[src/rtl/xfer_slot_pkg.sv]
// Shared types and constants for the transfer slot scheduler.
package xfer_slot_pkg;
  localparam int DW_DEF   = 12;
  localparam int NCH_MAX  = 8;
  localparam int STALL_W  = 16;
  localparam int CH_IDX_W = $clog2(NCH_MAX);

  typedef logic [CH_IDX_W-1:0] ch_idx_t;

  // Saturating increment for the per-channel stall counters.
  function automatic logic [STALL_W-1:0] sat_inc(input logic [STALL_W-1:0] v);
    return (&v) ? v : v + 1'b1;
  endfunction
endpackage

[src/rtl/xfer_slot_scheduler_arbiter.sv]
// Combinational round-robin pick: first set req at or after ptr, wrapping modulo NCH.
module rr_arbiter #(
  parameter int NCH = 4,
  parameter int IW  = $clog2(NCH)
) (
  input  logic [NCH-1:0] req,
  input  logic [IW-1:0]  ptr,
  output logic [NCH-1:0] win_oh,
  output logic [IW-1:0]  win_idx,
  output logic           any
);
  int j;

  always_comb begin
    win_oh  = '0;
    win_idx = '0;
    any     = 1'b0;
    j       = 0;
    for (int i = 0; i < NCH; i++) begin
      j = int'(ptr) + i;
      if (j >= NCH) j = j - NCH;
      if (!any && req[j]) begin
        any        = 1'b1;
        win_oh[j]  = 1'b1;
        win_idx    = IW'(j);
      end
    end
  end
endmodule

[src/rtl/xfer_slot_scheduler.sv]
// Round-robin slot scheduler feeding the shared fast-domain holding register.
// Optional per-channel stall statistics enabled by defining XFER_SLOT_STATS_EN.
module xfer_slot_scheduler
  import xfer_slot_pkg::*;
#(
  parameter int NCH   = 4,
  parameter int DW    = DW_DEF,
  parameter int DIV_W = 8,
  parameter int IW    = $clog2(NCH)
) (
  input  logic              clk,
  input  logic              reset,
  input  logic [DIV_W-1:0]  div,
  input  logic [NCH-1:0]    req,
  input  logic [NCH*DW-1:0] data,
  output logic [NCH-1:0]    grant,
  output logic              hold_en,
  output logic [DW-1:0]     hold_data,
  output logic [IW-1:0]     hold_ch,
  output logic              slot_tick
`ifdef XFER_SLOT_STATS_EN
  ,
  output logic [NCH*STALL_W-1:0] stall_cnt
`endif
);
  logic [DIV_W-1:0]          cnt;
  logic [IW-1:0]             rr_ptr;
  logic [NCH-1:0]            win_oh;
  logic [IW-1:0]             win_idx;
  logic                      any;
  logic                      load;
  logic [NCH-1:0][DW-1:0]    data_v;

  assign data_v = data;

  // >= compare lets a shrinking div wrap immediately instead of overrunning.
  assign slot_tick = ~reset & (cnt >= div);
  assign load      = slot_tick & any;

  rr_arbiter #(.NCH(NCH), .IW(IW)) u_arb (
    .req     (req),
    .ptr     (rr_ptr),
    .win_oh  (win_oh),
    .win_idx (win_idx),
    .any     (any)
  );

  always_ff @(posedge clk) begin
    if (reset) begin
      cnt       <= '0;
      rr_ptr    <= '0;
      grant     <= '0;
      hold_en   <= 1'b0;
      hold_data <= '0;
      hold_ch   <= '0;
    end else begin
      cnt     <= slot_tick ? '0 : cnt + 1'b1;
      grant   <= load ? win_oh : '0;
      hold_en <= load;
      if (load) begin
        hold_data <= data_v[win_idx];
        hold_ch   <= win_idx;
        rr_ptr    <= (int'(win_idx) == NCH-1) ? '0 : win_idx + 1'b1;
      end
    end
  end

`ifdef XFER_SLOT_STATS_EN
  logic [NCH-1:0][STALL_W-1:0] stall_q;

  // A stall is a tick where the channel asked but someone else won.
  for (genvar g = 0; g < NCH; g++) begin : g_stall
    always_ff @(posedge clk) begin
      if (reset)
        stall_q[g] <= '0;
      else if (slot_tick && req[g] && !win_oh[g])
        stall_q[g] <= sat_inc(stall_q[g]);
    end
  end

  assign stall_cnt = stall_q;
`endif
endmodule

[config.mk]
export PLATFORM = sky130hd
export DESIGN_NAME = xfer_slot_scheduler
export DESIGN_NICKNAME = d
export VERILOG_FILES = /design/src/rtl/xfer_slot_pkg.sv /design/src/rtl/xfer_slot_scheduler_arbiter.sv /design/src/rtl/xfer_slot_scheduler.sv
export SDC_FILE = /design/constraint.sdc
export NUM_CORES = 1
export LEC_CHECK = 0
export ABC_AREA = 1
export CAP_MARGIN = 30
export CORE_ASPECT_RATIO = 0.5
export CORE_MARGIN = 2
export CORE_UTILIZATION = 49
export CTS_CLUSTER_SIZE = 24
export DETAILED_ROUTE_END_ITERATION = 7
export GPL_ROUTABILITY_DRIVEN = 0
export PLACE_DENSITY = 0.87
export RECOVER_POWER = 25
export SLEW_MARGIN = 20
export SYNTH_ARGS = -nofsm -noshare
export SYNTH_HDL_FRONTEND = slang
export SYNTH_HIERARCHICAL = 1
export SYNTH_SLANG_ARGS = --single-unit
export TNS_END_PERCENT = 50
[constraint.sdc]
create_clock -name clk -period 6.7 [get_ports clk]
set_input_delay 1.34 -clock clk [delete_from_list [all_inputs] [get_ports clk]]
set_output_delay 1.34 -clock clk [all_outputs]
set_load 0.01 [all_outputs]
==> results of run 1 <==
cell usage after synthesis:
library cell	count
a21boi_0	4
xnor2_1	2
inv_1	66
inv_2	2
nand4_1	22
nor3b_1	1
or2_2	1
xor2_1	2
buf_1	2
buf_6	3
nor2_1	64
dfxtp_1	29
nand3_2	4
nand3_1	19
a21oi_1	10
nand2_2	6
nor2_4	1
o21ai_1	9
clkbuf_1	3
ha_1	18
nand2_1	63
o21ai_0	27
buf_4	1
a21o_1	1
buf_2	6
nand4_2	1
nor2_2	1
flip-flops by register name, indices dropped and copies added, names as in the netlist:
signal,flops
cnt,8
grant,4
hold_data,12
hold_en,1
hold_ch,2
rr_ptr,2
path summary, 6_finish.rpt:
kind,startpoint,endpoint,depth (start not counted)
max,div[7],slot_tick,9
min,cnt[0]$_SDFF_PP0_,cnt[0]$_SDFF_PP0_,1
max reg2reg,rr_ptr[0]$_SDFFE_PP0P_,hold_data[1]$_SDFFE_PP0P_,15
min reg2reg,cnt[0]$_SDFF_PP0_,cnt[0]$_SDFF_PP0_,1
final cells by class:
type | count | area [um^2]
Fill cell | 348 | 1270
Sequential cell | 29 | 581
Multi-Input combinational cell | 256 | 1360
Timing Repair Buffer | 82 | 826
Clock inverter | 2 | 10.0
Inverter | 68 | 255
Tap cell | 57 | 71.3
Clock buffer | 6 | 72.6
layer usage:
layer	up-vias	share of wire, %
met5	-	0
met4	0	1.4
met3	10	3.9
met2	68	51
met1	1093	44
li1	1309	-
kinds of logic after synthesis:
kind of cell / after synthesis / share of synthesized area [%]
adder cells (fa/ha/maj): 18 / 9.86
AO/OA/AOI/OAI: 51 / 11.7
buffers and inverters: 83 / 15.1
AND/OR/NAND/NOR: 183 / 36.4
XOR/XNOR: 4 / 1.53
flip-flops: 29 / 25.4
report_power, final:
group          internal (uW)  switching, uW  leakage, uW
Clock                   71.8           65.4    0.0000450
Sequential               175           2.50     0.000234
Combinational           58.8           62.5      0.00127
per-stage QoR:
step	util, %	cells	total power (uW)
CTS	71.1	499	437
finish	71.4	500	436
global route	71.4	500	464
detailed placement	69.2	491	300
floorplan	-	368	250
global placement	69.2	491	296
==> impl_results.md, run 1 <==
* Yosys top cell area share at 25.4%
* Mapped Cells at 368
* Setup bufs post-CTS at 0
* Largest net degree at the start of global routing at 33
* Crit start category: input pin
* Layout cells sized above 1 at 5.42%
* Maximum operating frequency at 210 MHz
* Peak VDD IR at 0.0812 mV
* Grt met1 use at 27.4%
* Post-cts resize count at 0
* Vias in the first global route at 2320
* I/O Buffers at 81
* Syn nets at 448
* Initial DRC count at 102
* Seq/Total Area, Yosys at 25.4%
* Final Cell Area at 3170 um^2
* Yosys warns at 6
* Synth area leaders: dfxtp_1 25%, inv_1 11%, nor2_1 11%, nand2_1 10%, ha_1 9.9%
* CP required at 5.36 ns
* Met2 GRT Util at 43.7%
* Period utilisation layout at 71.2%
* Power density over cell area at 137 nW/um^2
* CP cell instances: clkdlybuf4s50_1, inv_1, ha_1, a21o_1, nor2_1, nand3_2, nand2_1, inv_1, clkdlybuf4s50_1
* Ports at 82
* CP max FO at 15
* Site Rows at 17
* Antenna violations before repair at 0
* Mean Syn Cell Area at 6.21 um^2
* Crit path DAT at 3.43 ns
* CTS hold repair buffers at 0
* Crit-path max cell delay at 0.47 ns
* CTS Buf Count at 5
* Fin worst setup slack at 1.93 ns
* WL/cell at 11.8 um
* Nets@finish at 522
* Area leader, netlist: dfxtp_1
* DR pass1 iterations at 4
* Via count at 2480
* GRT overflow at 0
* M3 GR Usage at 3.20%
* Most frequent cells in the layout: 69 x clkdlybuf4s50_1, 66 x inv_1, 64 x nor2_1
* Maxcap violations at 0
* Pins Over Slew Limit at 0
* Worst Setup End Kind: primary output
* Setup TNS at 0 ns
* Die Wd at 101 um
* DRC viols at 0
* # diodes at 0
* CTS Sinks at 29
* Gr usage total at 23.2%
* Internal reg-to-reg setup slack at 3.43 ns
* Pleak at 0.00155 uW
* Die area at 5260 um^2
* Rel. slew slack at 42.5%
* Flops & latches, synth at 29
* Final HPWL DP at 4680 um
* Place WS at 1.93 ns
* Initial Util at 51.4%
* Unique masters post-synth at 27
* Critical path class: input pin to primary output
* ANT nets after route at 0
* Layout Skew at 0.00568 ns
* Area grow syn2layout at 38.9%
* CP max-delay cell: clkdlybuf4s50_1
* Die Span Y at 52.3 um
* Status: finished, final reports clean
* GR peak layer: met2
* Minimum period implied by the final worst setup slack at 4.77 ns
* Core Box Area at 4450 um^2
* RSZ-0062 raised after global routing: false
* Worst skew pair latency at 0.28 ns
* Worst Path Buf+Inv at 4
* Worst-Margin Slew at 0.861 ns
* TritonCTS clock tree: built
* Clock root cell: clkbuf_8
* Final Setup Violations at 0
* DR vias/cell at 4.96
* DRT Wirelength at 5920 um
* Placed cell areas at 3080 um^2
* Reg clk slew, reported paths at 0.06 ns
* Max clock buf depth at 2
* Commonest non-fill, non-tap cell in the layout: clkdlybuf4s50_1
* H-tree depth at 2
* Worst hold path type: flop to flop
* Hold Slack at 0.466 ns
* Cell family with most CP delay: buffers and inverters
* Global-route wire length before repair at 9750 um
* Post-Syn Area at 2280 um^2
* Endpoints failing hold at 0
No activity file was read; power rests on OpenSTA's default activity.
==> run 2, diff against run 1 <==
--- a/config.mk
+++ b/config.mk
@@ -9,11 +9,11 @@
 export CAP_MARGIN = 30
 export CORE_ASPECT_RATIO = 0.5
 export CORE_MARGIN = 2
-export CORE_UTILIZATION = 49
+export CORE_UTILIZATION = 45
 export CTS_CLUSTER_SIZE = 24
 export DETAILED_ROUTE_END_ITERATION = 7
 export GPL_ROUTABILITY_DRIVEN = 0
-export PLACE_DENSITY = 0.87
+export PLACE_DENSITY = 0.8
 export RECOVER_POWER = 25
 export SLEW_MARGIN = 20
 export SYNTH_ARGS = -nofsm -noshare
==> constraint.sdc (replaced) <==
create_clock -name clk -period 4.43 [get_ports clk]
set_input_delay 0.886 -clock clk [delete_from_list [all_inputs] [get_ports clk]]
set_output_delay 0.886 -clock clk [all_outputs]
set_load 0.01 [all_outputs]
==> impl_results.md, run 2 (synthesis results as in run 1) <==
* Status: finished, final reports clean (unchanged)
* Site Rows at 18 (was 17)
* Worst Setup End Kind: primary output (unchanged)
* Metal2 WL at 2820 um (was 3020 um)
* Storage cell area at 581 um^2 (unchanged)
* Nets@finish at 524 (was 522)
* R2R cell count at 15 (unchanged)
* Origin of the worst min-delay path: cnt[0]$_SDFF_PP0_ (unchanged)
* H-tree depth at 2 (unchanged)
* Ports at 82 (unchanged)
* CP max FO at 15 (unchanged)
* Switching power share of the total at 28.4% (was 29.9%)
* Critical path class: input pin to primary output (unchanged)
* Post-cts resize count at 0 (unchanged)
* Met3 WL at 283 um (was 233 um)
* Setup TNS at 0 ns (unchanged)
* Fillers at 464 (was 348)
* Comb power frac at 26.3% (was 27.8%)
* Multi-input gate area at 1360 um^2 (unchanged)
* Core Box Area at 4910 um^2 (was 4450 um^2)
* Pint at 494 uW (was 306 uW)
* Registers with the most flip-flops: hold_data x12, cnt x8, grant x4 (unchanged)
* Commonest non-fill, non-tap cell in the layout: clkdlybuf4s50_1 (unchanged)
* Die area at 5700 um^2 (was 5260 um^2)
* Maxcap violations at 0 (unchanged)
* Maximum operating frequency at 259 MHz
* Largest net degree at the start of global routing at 33 (unchanged)
* Pins Over Slew Limit at 0 (unchanged)
* Minimum period implied by the final worst setup slack at 3.86 ns
* Reg clk slew, reported paths at 0.06 ns (about the same)
* R2r startpoint: rr_ptr[0]$_SDFFE_PP0P_ (unchanged)
* TritonCTS clock tree: built (unchanged)
* Vias in the first global route at 2120 (was 2320)
* Pleak at 0.00157 uW (was 0.00155 uW)
* Finished Layout Cells at 515 (was 500)
* I/O Buffers at 81 (unchanged)
* Internal reg-to-reg setup slack at 1.11 ns (was 3.43 ns)
* Initial Util at 46.5% (was 51.4%)
* Top Metal Used: met4 (unchanged)
* WL/cell at 11.3 um (was 11.8 um)
* Worst skew pair latency at 0.28 ns (about the same)
* Clock power frac at 34.7% (was 31.4%)
* Max FFs per register at 12 (unchanged)
* Worst hold path type: flop to flop (unchanged)
* Global-route wire length before repair at 9250 um (was 9750 um)
* Final HPWL DP at 4560 um (was 4680 um)
* Period utilisation layout at 87.2%
* Final Setup Violations at 0 (unchanged)
* Hold EP: cnt[0]$_SDFF_PP0_ (unchanged)
* DR pass1 iterations at 4 (unchanged)
* # diodes at 0 (unchanged)
* Clock root cell: clkbuf_8 (unchanged)
* Sequential power share at 39.0% (was 40.8%)
* Max clock buf depth at 2 (unchanged)
* DRC viols at 0 (unchanged)
* Most flops, register: hold_data (unchanged)
* DR vias/cell at 4.79 (was 4.96)
* CP required at 3.54 ns (was 5.36 ns)
* Layout cells sized above 1 at 6.07% (was 5.42%)
* Gr usage total at 20.5% (was 23.2%)
* Peak VDD IR at 0.110 mV (was 0.0812 mV)
* CTS hold repair buffers at 0 (unchanged)
* Psw at 196 uW (was 130 uW)
* Area grow syn2layout at 40.8% (was 38.9%)
* Worst-Margin Slew at 0.605 ns (was 0.861 ns)
* CTS Buf Count at 5 (unchanged)
* Endpoints failing hold at 0 (unchanged)
* Die Span Y at 54.4 um (was 52.3 um)
* Die Wd at 105 um (was 101 um)
* GRT overflow at 0 (unchanged)
* Layout Skew at 0.00557 ns (was 0.00568 ns)
* Antenna violations before repair at 0 (unchanged)
* Most frequent cells in the layout: 69 x clkdlybuf4s50_1, 66 x inv_1, 64 x nor2_1 (unchanged)
* Initial DRC count at 116 (was 102)
* Via count at 2469 (was 2480)
* Setup bufs post-CTS at 0 (unchanged)
* Reg-to-reg endpoint: hold_data[0]$_SDFFE_PP0P_ (was hold_data[1]$_SDFFE_PP0P_)
* Crit path DAT at 2.98 ns (was 3.43 ns)
* DRT Wirelength at 5790 um (was 5920 um)
* Crit start category: input pin (unchanged)
* Dpl cells at 507 (was 491)
* CTS Sinks at 29 (unchanged)
* Met1 wire length at 2650 um (was 2580 um)
* Power density over cell area at 214 nW/um^2 (was 137 nW/um^2)
* Hold depth at 1 (unchanged)
* ANT nets after route at 0 (unchanged)
* RSZ-0062 raised after global routing: false (unchanged)
* Rel. slew slack at 59.6% (was 42.5%)
run 2: cell count changes in the layout (fill, tap and decap cells not counted):
cell	before	now
buf_4	0	3
clkbuf_8	5	7
buf_8	1	0
clkbuf_1	1	0
clkinv_2	2	1
run 2: per-layer routing:
layer / vias up / track usage (%)
met2: 56 / 36.9
met5: - / 0
met1: 1097 / 25.2
met4: 0 / 5.56
met3: 5 / 5.24
li1: 1311 / -
run 2: cell type report:
type | count | share of cell area [%]
clock buffer | 7 | 2.99
sequential | 29 | 18.0
inverter | 68 | 7.93
clock inverter | 1 | 0.156
timing repair buffer | 84 | 25.9
multi-input combinational | 256 | 42.2
tap | 70 | 2.72
run 2: worst max-delay path: stages:
cell,delay (ns)
clkdlybuf4s50_1,0.46
inv_1,0.04
ha_1,0.30
a21o_1,0.16
nor2_1,0.16
nand3_2,0.30
nand2_1,0.15
inv_1,0.04
clkdlybuf4s50_1,0.47
run 2: power by group through the flow:
stage	Sequential (uW)	Combinational [uW]	Clock (uW)
floorplan	275	104	0
global placement	275	177	0
detailed placement	275	180	0
CTS	269	181	246
global route	270	204	259
finish	269	181	239
run 2: worst max path at each step:
stage | end | slack (ns) | depth (start not counted) | from
2_1_floorplan | slot_tick | 1.60 | 8 | div[7]
3_3_place_gp | slot_tick | 0.61 | 10 | div[5]
3_5_place_dp | slot_tick | 0.57 | 9 | div[7]
4_1_cts | slot_tick | 0.57 | 9 | div[7]
5_1_grt | slot_tick | 0.41 | 10 | div[5]
6_report | slot_tick | 0.57 | 9 | div[7]
run 2: stage by stage:
stage               total power (uW)  hold slack (ns)  util (%)  setup WS (ns)  instance area, um^2
floorplan                        378            0.430         -           1.60                 2280
global placement                 451            0.443      63.5          0.610                 3120
detailed placement               455            0.457      63.5          0.572                 3120
CTS                              695            0.470      65.5          0.573                 3220
global route                     733            0.504      65.5          0.408                 3220
finish                           689            0.464      65.5          0.569                 3220
